[src/rtl/mul_div_unit_if.sv]
// Operand/result bundle between the datapath issue logic and the multiply/divide unit.
// The master side issues requests; the slave side is the unit itself.
interface mul_div_unit_if #(
    parameter int WIDTH = 32
);
    logic             start;
    logic             op;
    logic [WIDTH-1:0] a;
    logic [WIDTH-1:0] b;
    logic             busy;
    logic             done;
    logic [WIDTH-1:0] hi_out;
    logic [WIDTH-1:0] lo_out;
    logic             div_by_zero;

    modport master (
        output start, op, a, b,
        input  busy, done, hi_out, lo_out, div_by_zero
    );

    modport slave (
        input  start, op, a, b,
        output busy, done, hi_out, lo_out, div_by_zero
    );
endinterface

[src/rtl/mul_div_unit.sv]
// Bit-serial signed multiply/divide unit feeding the HI/LO registers.
// Works on magnitudes for WIDTH cycles, fixes signs in one cycle, then strobes the result out.
module mul_div_unit #(
    parameter int WIDTH = 32
) (
    input  logic          Clock,
    input  logic          Clear,
    mul_div_unit_if.slave bus
);
    localparam int CNT_W = $clog2(WIDTH);

    typedef enum logic [1:0] {
        IDLE = 2'd0,
        RUN  = 2'd1,
        FIX  = 2'd2,
        DONE = 2'd3
    } state_t;

    state_t             state_r;
    state_t             state_s;
    logic [CNT_W-1:0]   cnt_r;
    logic               op_r;
    logic               sign_a_r;
    logic               sign_b_r;
    logic               b_zero_r;
    logic [WIDTH-1:0]   opnd_r;
    logic [WIDTH-1:0]   orig_a_r;
    logic [2*WIDTH-1:0] acc_r;

    logic               busy_r;
    logic               done_r;
    logic               dz_r;
    logic [WIDTH-1:0]   hi_r;
    logic [WIDTH-1:0]   lo_r;

    logic               accept_s;
    logic               step_s;
    logic               fix_s;
    logic               emit_s;

    logic [WIDTH:0]     mul_sum_s;
    logic [WIDTH:0]     rem_sh_s;
    logic [WIDTH:0]     diff_s;
    logic [2*WIDTH-1:0] next_acc_s;
    logic [2*WIDTH-1:0] fixed_s;

    function automatic logic [WIDTH-1:0] neg_w(input logic [WIDTH-1:0] v);
        return {WIDTH{1'b0}} - v;
    endfunction

    function automatic logic [WIDTH-1:0] abs_w(input logic [WIDTH-1:0] v);
        return v[WIDTH-1] ? neg_w(v) : v;
    endfunction

    // State register
    always_ff @(posedge Clock) begin
        if (!Clear) begin
            state_r <= IDLE;
        end else begin
            state_r <= state_s;
        end
    end

    // Next-state logic
    always_comb begin
        state_s = state_r;
        case (state_r)
            IDLE:    state_s = accept_s ? RUN : IDLE;
            RUN:     state_s = (cnt_r == {CNT_W{1'b0}}) ? FIX : RUN;
            FIX:     state_s = DONE;
            DONE:    state_s = IDLE;
            default: state_s = IDLE;
        endcase
    end

    // Control strobes; busy_r gates acceptance so a start during the done pulse is dropped
    always_comb begin
        accept_s = 1'b0;
        step_s   = 1'b0;
        fix_s    = 1'b0;
        emit_s   = 1'b0;
        case (state_r)
            IDLE:    accept_s = bus.start & ~busy_r;
            RUN:     step_s   = 1'b1;
            FIX:     fix_s    = 1'b1;
            DONE:    emit_s   = 1'b1;
            default: accept_s = 1'b0;
        endcase
    end

    // One shift-add or restoring-divide step on the magnitudes
    always_comb begin
        mul_sum_s = {1'b0, acc_r[2*WIDTH-1:WIDTH]}
                  + (acc_r[0] ? {1'b0, opnd_r} : {(WIDTH+1){1'b0}});
        rem_sh_s  = {acc_r[2*WIDTH-1:WIDTH], acc_r[WIDTH-1]};
        diff_s    = rem_sh_s - {1'b0, opnd_r};
        if (!op_r) begin
            next_acc_s = {mul_sum_s, acc_r[WIDTH-1:1]};
        end else if (!diff_s[WIDTH]) begin
            next_acc_s = {diff_s[WIDTH-1:0], acc_r[WIDTH-2:0], 1'b1};
        end else begin
            next_acc_s = {rem_sh_s[WIDTH-1:0], acc_r[WIDTH-2:0], 1'b0};
        end
    end

    // Sign correction; remainder follows the dividend so the quotient truncates toward zero
    always_comb begin
        if (!op_r) begin
            fixed_s = (sign_a_r ^ sign_b_r) ? ({(2*WIDTH){1'b0}} - acc_r) : acc_r;
        end else if (b_zero_r) begin
            fixed_s = {orig_a_r, {WIDTH{1'b1}}};
        end else begin
            fixed_s[WIDTH-1:0]       = (sign_a_r ^ sign_b_r) ? neg_w(acc_r[WIDTH-1:0]) : acc_r[WIDTH-1:0];
            fixed_s[2*WIDTH-1:WIDTH] = sign_a_r ? neg_w(acc_r[2*WIDTH-1:WIDTH]) : acc_r[2*WIDTH-1:WIDTH];
        end
    end

    // Operand latch, iteration accumulator and cycle counter
    always_ff @(posedge Clock) begin
        if (!Clear) begin
            cnt_r    <= {CNT_W{1'b0}};
            op_r     <= 1'b0;
            sign_a_r <= 1'b0;
            sign_b_r <= 1'b0;
            b_zero_r <= 1'b0;
            opnd_r   <= {WIDTH{1'b0}};
            orig_a_r <= {WIDTH{1'b0}};
            acc_r    <= {(2*WIDTH){1'b0}};
        end else if (accept_s) begin
            cnt_r    <= CNT_W'(WIDTH - 1);
            op_r     <= bus.op;
            sign_a_r <= bus.a[WIDTH-1];
            sign_b_r <= bus.b[WIDTH-1];
            b_zero_r <= (bus.b == {WIDTH{1'b0}});
            orig_a_r <= bus.a;
            opnd_r   <= bus.op ? abs_w(bus.b) : abs_w(bus.a);
            acc_r    <= {{WIDTH{1'b0}}, (bus.op ? abs_w(bus.a) : abs_w(bus.b))};
        end else if (step_s) begin
            cnt_r    <= cnt_r - {{(CNT_W-1){1'b0}}, 1'b1};
            acc_r    <= next_acc_s;
        end else if (fix_s) begin
            acc_r    <= fixed_s;
        end else begin
            acc_r    <= acc_r;
        end
    end

    // Registered outputs; hi/lo only change on the write strobe
    always_ff @(posedge Clock) begin
        if (!Clear) begin
            busy_r <= 1'b0;
            done_r <= 1'b0;
            dz_r   <= 1'b0;
            hi_r   <= {WIDTH{1'b0}};
            lo_r   <= {WIDTH{1'b0}};
        end else begin
            busy_r <= (state_r != IDLE);
            done_r <= emit_s;
            if (emit_s) begin
                hi_r <= acc_r[2*WIDTH-1:WIDTH];
                lo_r <= acc_r[WIDTH-1:0];
                dz_r <= op_r & b_zero_r;
            end else if (accept_s) begin
                dz_r <= 1'b0;
            end else begin
                dz_r <= dz_r;
            end
        end
    end

    assign bus.busy        = busy_r;
    assign bus.done        = done_r;
    assign bus.hi_out      = hi_r;
    assign bus.lo_out      = lo_r;
    assign bus.div_by_zero = dz_r;
endmodule

[src/flat_wrapper.sv]
// flat-port wrapper written by rule: the top's interface ports become plain ports
module mul_div_unit_flat 
#(
    parameter int WIDTH = 32
)
  (Clock, Clear, bus_start, bus_op, bus_a, bus_b, bus_busy, bus_done, bus_hi_out, bus_lo_out, bus_div_by_zero);
  mul_div_unit_if #(.WIDTH(WIDTH)) bus_i ();
  input  logic Clock;
  input  logic Clear;
  input wire logic [$bits(bus_i.start)-1:0] bus_start;
  input wire logic [$bits(bus_i.op)-1:0] bus_op;
  input wire logic [$bits(bus_i.a)-1:0] bus_a;
  input wire logic [$bits(bus_i.b)-1:0] bus_b;
  output wire logic [$bits(bus_i.busy)-1:0] bus_busy;
  output wire logic [$bits(bus_i.done)-1:0] bus_done;
  output wire logic [$bits(bus_i.hi_out)-1:0] bus_hi_out;
  output wire logic [$bits(bus_i.lo_out)-1:0] bus_lo_out;
  output wire logic [$bits(bus_i.div_by_zero)-1:0] bus_div_by_zero;
  assign bus_i.start = bus_start;
  assign bus_i.op = bus_op;
  assign bus_i.a = bus_a;
  assign bus_i.b = bus_b;
  assign bus_busy = bus_i.busy;
  assign bus_done = bus_i.done;
  assign bus_hi_out = bus_i.hi_out;
  assign bus_lo_out = bus_i.lo_out;
  assign bus_div_by_zero = bus_i.div_by_zero;
  mul_div_unit #(.WIDTH(WIDTH)) u_core (.Clock(Clock), .Clear(Clear), .bus(bus_i));
endmodule
[config.mk]
export PLATFORM = sky130hd
export DESIGN_NAME = mul_div_unit_flat
export DESIGN_NICKNAME = d
export VERILOG_FILES = /design/src/rtl/mul_div_unit_if.sv /design/src/rtl/mul_div_unit.sv /design/src/flat_wrapper.sv
export SDC_FILE = /design/constraint.sdc
export NUM_CORES = 1
export LEC_CHECK = 0
export CORE_MARGIN = 10
export CORE_UTILIZATION = 60
export DETAILED_ROUTE_END_ITERATION = 6
export PLACE_DENSITY = 0.83
export SYNTH_ARGS = -nofsm -noshare
export SYNTH_HDL_FRONTEND = slang
export SYNTH_SLANG_ARGS = --single-unit
[constraint.sdc]
create_clock -name Clock -period 5.55 [get_ports Clock]
set_clock_uncertainty 0.05 [all_clocks]
set_input_delay 0.8325 -clock Clock [delete_from_list [all_inputs] [get_ports Clock]]
set_output_delay 0.8325 -clock Clock [all_outputs]
set_load 0.005 [all_outputs]
==> flow_summary.yaml, run 1 <==
routing:
  antenna_left: 0
  via_per_inst: 6.79
  wire_per_inst_um: 22.5
  drt_iter0_drc: 2108
  drc: 11
  wl_mm: 57.6
  num_vias: 17397
  first_pass_iters: 7
setup_path:
  critPathRequiredTime_ns: 5.94
  crit_fanout: 25
  critPathKind: "reg -> reg"
  cp-end-kind: "flip-flop"
  startpoint_type: "flip-flop"
  worstPathArrival_ns: 4.68
placement:
  gp_congestion: 1.03
  place_worst_setup_slack_ns: 1.44
  hpwlAfterDp_mm: 42.3
  port_buffers: 134
synthesis:
  syn_area_um2: 16400
  synth.distinct_cells: 82
  synth_xor_area_share_pct: 7.15
  synth_compound_area_share_pct: 26.9
  synth_edf_count: 0
  synth_top_family_by_area: "compound AO/OA/AOI/OAI gates"
  syn-num-nets: 2318
  synthCells: 2174
  ys_top_cells_by_area: "dfxtp_1, nand2_1, mux2i_1"
  synth-simple-area-share_pct: 22.7
  ys_ff_latch: 205
  synth_top_area_cell: "dfxtp_1"
  synth.top_cell.area_share_pct: 25.0
  synthAdderAreaFrac_pct: 5.89
  synth.area.mux_share_pct: 6.98
  syn-mean-instance-area_um2: 7.55
  ys.warnings.count: 0
  yosysSeqAreaShare_pct: 25.0
  async_flop_share_pct: 0
  ys.flop_type: "dfxtp_1"
sta:
  relSlewSlack_pct: 25.5
  hold_violations: 0
  fmax_ghz: 0.233
  period_needed_ns: 4.29
  final.setup.tns_ns: 0
  fin_ws_ns: 1.26
  drv_slew: 0
  fin_crit_sh_pct: 77.3
  finalSetupViolCount: 0
  rsz0062_at_grt: "no"
  worstMarginPinSlew_ns: 1.11
cts:
  ctsResizeCount: 0
  cts_tree: "yes"
  ctsHtreeMaxLevel: 1
  post_cts_buffers: 0
  cts_buffers: 25
  clk-insertion-delay-late_ns: 0.57
  cts.sinks: 205
  cts_buffer_depth: 3
  ctsRootBufferMaster: "clkbuf_16"
  path_clk_slew_ns: 0.06
  holdBufCountCts: 0
power_and_ir_drop:
  ir_worst_vdd_mv: 0.325
  power.total_mw: 5.66
  p_leak_nw: 7.02
  power_density_nw_per_um2: 303
global_route:
  grt_max_degree: 65
  grt_pass1_vias: 16316
  antenna_found_initial: 0
  grt_pass1_wl_mm: 90.7
  grt_usage_pct: 32.8
  gr-total-overflow: 0
layout:
  nets: 2346
  mostFrequentLayoutCell: "nand2_1"
  most-common-layout-cells: "nand2_1, dfxtp_1, nor2_1, a21oi_1, o21ai_0"
  diodes: 0
  drive_above_1_share_pct: 5.63
  syn2layout_area_growth_pct: 13.6
job:
  cap_violations: 0
floorplanning:
  num_rows: 60
  core_um2: 27000
  dieHeight_um: 185
  die_w_um: 185
  ios: 135
  die-area_um2: 34400
  initial_core_util_pct: 60.9
hold_path:
  hold_class: "reg -> reg"
status:
  violations: "DRC"
  status: "finished with violations"
[sequential cells by signal, indices dropped and copies added, names as in the netlist]
signal,flops
u_core.op_r,1
u_core.state_r,2
u_core.bus.lo_out,32
u_core.bus.div_by_zero,1
u_core.opnd_r,32
u_core.cnt_r,5
u_core.sign_b_r,1
u_core.bus.done,1
u_core.acc_r,64
u_core.bus.hi_out,32
u_core.b_zero_r,1
u_core.orig_a_r,32
u_core.bus.busy,1
[through the flow]
stage / std cells / area, µm² / utilization, % / hold slack, ns
after floorplan: 2174 / 16400 / - / 0.390
after global placement: 2516 / 17800 / 65.9 / 0.401
after detailed placement: 2516 / 17800 / 65.9 / 0.409
after CTS: 2562 / 18600 / 69.2 / 0.418
after global routing: 2562 / 18600 / 69.2 / 0.439
final: 2562 / 18600 / 69.2 / 0.417
[worst max-delay path, cell delays in order (launching register included)]
cell      delay (ns)
dfxtp_1         0.31
inv_1           0.38
buf_4           0.38
nor2_1          0.10
ha_1            0.35
and4_1          0.25
a221oi_1        0.27
o21ai_0         0.20
or2_2           0.33
o21ai_0         0.46
o21ai_0         0.24
a311oi_1        0.40
nor3_1          0.11
a221oi_1        0.25
a21oi_1         0.10
[power breakdown]
part | total, mW | internal [mW] | switching [mW]
sequential | 1.76 | 1.58 | 0.185
clock | 1.75 | 1.06 | 0.691
combinational | 2.15 | 0.805 | 1.34
total | 5.66 | 3.44 | 2.22
[cells by family after synthesis]
| kind of cell | after synthesis |
|---|---|
| flops | 205 |
| fa+ha+maj | 76 |
| mux | 113 |
| compound gates | 667 |
| buf+inv | 226 |
| xor+xnor | 134 |
| simple gates | 753 |
[cells in the mapped netlist, types with 6 or more instances]
master,count
o21ai_0,133
mux2i_1,101
nor2_1,160
o22ai_1,29
o21a_1,17
o2111ai_1,6
o21bai_1,6
nand2_1,274
o41ai_1,8
o221ai_1,15
a31oi_1,25
dfxtp_1,205
and3_1,10
and4_1,10
nand3_1,31
o211ai_1,40
a21o_1,28
o31ai_1,29
a21oi_1,155
a21boi_0,63
mux2_2,12
nor2b_1,71
a211oi_1,19
a32oi_1,17
or3_1,28
xor2_1,64
nor4_1,20
buf_1,22
and2_1,16
o211a_1,8
ha_1,74
a211o_1,6
clkbuf_1,127
or2_2,11
nand2b_1,23
xnor2_1,70
inv_1,67
a221oi_1,18
nor3_1,39
nand4_1,9
or4_1,16
[area by class of cell]
type                       instances  area (µm²)
fill                            2238        8310
tap                              341         427
clock buffer                      34         719
clock inverter                    12         163
timing repair buffer             159        1520
multi-input combinational       1743       11400
inverter                          68         255
sequential                       205        4110
[path summary, 6_finish.rpt]
check / start / end / depth (start not counted) / slack (ns)
worst max-delay path: u_core.acc_r[0]$_SDFFE_PN0P_ / u_core.acc_r[54]$_SDFFE_PP0P_ / 14 / 1.26
worst min-delay path: u_core.orig_a_r[24]$_SDFFE_PN0P_ / u_core.orig_a_r[24]$_SDFFE_PN0P_ / 2 / 0.42
worst max register to register: u_core.acc_r[0]$_SDFFE_PN0P_ / u_core.acc_r[54]$_SDFFE_PP0P_ / 14 / 1.26
worst min register to register: u_core.orig_a_r[24]$_SDFFE_PN0P_ / u_core.orig_a_r[24]$_SDFFE_PN0P_ / 2 / 0.42
[layer usage]
layer / track usage (%) / wire [µm] / vias up
met5: 0 / 0 / -
met4: 16.5 / 3000 / 0
met3: 6.13 / 6880 / 200
met2: 50.2 / 24900 / 1147
met1: 43.1 / 22900 / 8120
li1: - / - / 7930
No activity file was read; power rests on OpenSTA's default activity.
==> run 2: changes to the inputs <==
--- a/config.mk
+++ b/config.mk
@@ -6,9 +6,9 @@
 export NUM_CORES = 1
 export LEC_CHECK = 0
 export CORE_MARGIN = 10
-export CORE_UTILIZATION = 60
+export CORE_UTILIZATION = 54
 export DETAILED_ROUTE_END_ITERATION = 6
-export PLACE_DENSITY = 0.83
+export PLACE_DENSITY = 0.79
 export SYNTH_ARGS = -nofsm -noshare
 export SYNTH_HDL_FRONTEND = slang
 export SYNTH_SLANG_ARGS = --single-unit
==> constraint.sdc (replaced) <==
create_clock -name Clock -period 3.69 [get_ports Clock]
set_clock_uncertainty 0.05 [all_clocks]
set_input_delay 0.5535 -clock Clock [delete_from_list [all_inputs] [get_ports Clock]]
set_output_delay 0.5535 -clock Clock [all_outputs]
set_load 0.005 [all_outputs]
==> run 2 against run 1 <==
Net effect: the run still ends with DRC left; register-to-register slack lost 1.2 ns; final area increased by 4.8%; combinational power grew 67%; die area is 9.9% higher; clock-buffer cell count down 7; largest cell class unchanged.
==> flow_summary.yaml, run 2 (synthesis gave the netlist of run 1 again) <==
status:
  status: "finished with violations"
  violations: "DRC"
cts:
  cts_tree: "yes"
  holdBufCountCts: 0
  clk-insertion-delay-late_ns: 0.55
  path_clk_slew_ns: 0.07
  cts_buffers: 24
  cts.sinks: 205
  post_cts_buffers: 0
  cts_buffer_depth: 3
  ctsRootBufferMaster: "clkbuf_16"
  ctsHtreeMaxLevel: 1
setup_path:
  critical_path.max_stage_delay_ns: 0.44
  cp-end-kind: "flip-flop"
  startpoint: "u_core.opnd_r[9]$_SDFFE_PN0P_"
  r2r_start: "u_core.opnd_r[9]$_SDFFE_PN0P_"
  worstPathArrival_ns: 3.98
  critPathKind: "reg -> reg"
  critPathRequiredTime_ns: 4.08
  reg2reg_depth: 12
  crit_fanout: 8
  startpoint_type: "flip-flop"
  crit_top_cell: "nand3_1"
  path_cells: "inv_1 > ha_1 > nand3_1 > nor4_1 > o2111ai_1 > o211a_1 > a32oi_1 > a211oi_1 > o31ai_1 > xnor2_1 > nand3_1 > a32o_1"
  slowest_stage: "ha_1"
power_and_ir_drop:
  p_sw_share_pct: 39.4
  p_leak_nw: 7.54
  clkPwrFrac_pct: 29.5
  p_int_mw: 5.31
  power_frac_comb_pct: 41.0
  p_sw_mw: 3.45
  power.total_mw: 8.76
  power_density_nw_per_um2: 448
  p_seq_share_pct: 29.6
  ir_worst_vdd_mv: 0.352
placement:
  gp_congestion: 1.03
  port_buffers: 134
  place_area_um2: 18700
  hpwlAfterDp_mm: 46.2
layout:
  syn2layout_area_growth_pct: 19.1
  drive_above_1_share_pct: 9.99
  diodes: 0
  mostFrequentLayoutCell: "nand2_1"
  nets: 2448
  largest_reg_flops: 64
  largest_register: "u_core.acc_r"
  design_area_um2: 19500
  final_util_pct: 65.6
  most-common-layout-cells: "nand2_1, dfxtp_1, nor2_1, a21oi_1, clkdlybuf4s50_1"
sta:
  finalSetupViolCount: 0
  period_needed_ns: 3.59
  relSlewSlack_pct: 17.2
  final.setup.tns_ns: 0
  hold_ws_ns: 0.356
  worstMarginPinSlew_ns: 1.24
  rsz0062_at_grt: "no"
  fin_crit_sh_pct: 97.3
  hold_violations: 0
  drv_slew: 0
  fmax_ghz: 0.278
global_route:
  grt_max_degree: 139
  gr-total-overflow: 0
  grt_pass1_wl_mm: 94.8
  antenna_found_initial: 1
  grt_usage_pct: 30.5
  grt_pass1_vias: 16665
floorplanning:
  dieHeight_um: 194
  initial_core_util_pct: 55.1
  ios: 135
  die-area_um2: 37800
  num_rows: 63
  die_w_um: 194
  core_um2: 29800
routing:
  wire_per_inst_um: 22.4
  via_per_inst: 6.50
  wl_mm: 60.9
  first_pass_iters: 7
  antenna_left: 0
  drc: 3
  drt_iter0_drc: 2196
  num_vias: 17622
hold_path:
  hold_class: "in -> reg"
  min_path_cells: 2
  hp-start: "Clear"
job:
  cap_violations: 0
## run 2: timing repair
item                       CTS  global route
setup endpoints to repair    2            14
pin swaps                    0             4
hold endpoints to repair     0             0
gates resized for setup      2             8
## run 2: critical path: cells and delay by family, from the launching register on
family | cells | cell delay (ns)
XOR/XNOR | 1 | 0.18
AO/OA/AOI/OAI | 6 | 1.65
buffers and inverters | 1 | 0.09
adder cells (fa/ha/maj) | 1 | 0.44
AND/OR/NAND/NOR | 3 | 0.64
flip-flops | 1 | 0.43
## run 2: final cells by class
| cell class | instances | area, µm² |
|---|---|---|
| Fill cell | 2535 | 10300 |
| Inverter | 68 | 255 |
| Sequential cell | 205 | 4110 |
| Timing Repair Buffer | 262 | 2360 |
| Clock buffer | 27 | 633 |
| Clock inverter | 17 | 211 |
| Tap cell | 390 | 488 |
| Multi-Input combinational cell | 1743 | 11500 |
## run 2: worst paths after layout
path	slack (ns)	endpoint
min	0.36	u_core.b_zero_r$_SDFFE_PN0P_
min reg2reg	0.41	u_core.opnd_r[13]$_SDFFE_PN0P_
max reg2reg	0.1	u_core.acc_r[61]$_SDFFE_PP0P_
max	0.1	u_core.acc_r[61]$_SDFFE_PP0P_
## run 2: metal layers
| metal | share of wire, % | up-vias | global-route usage, % | routed length, µm |
|---|---|---|---|---|
| li1 | - | 8127 | - | - |
| met1 | 41 | 8205 | 39.8 | 25000 |
| met2 | 43 | 1074 | 45.8 | 25900 |
| met3 | 11 | 214 | 7.31 | 6570 |
| met4 | 5.6 | 2 | 15.5 | 3390 |
| met5 | 0.021 | - | 0 | 13 |
## run 2: per-stage QoR
step	instances	setup slack (ns)
6_report	2712	0.0978
3_5_place_dp	2668	-0.622
2_1_floorplan	2174	0.180
3_3_place_gp	2668	-0.580
4_1_cts	2712	0.0956
5_1_grt	2712	0.0234
## run 2: power groups by stage
stage	Sequential (mW)	Clock, mW	Combinational (mW)
detailed placement	2.63	0	3.44
global placement	2.62	0	3.40
CTS	2.58	2.59	3.47
floorplan	2.53	0	2.36
global route	2.60	2.69	3.86
finish	2.59	2.58	3.59
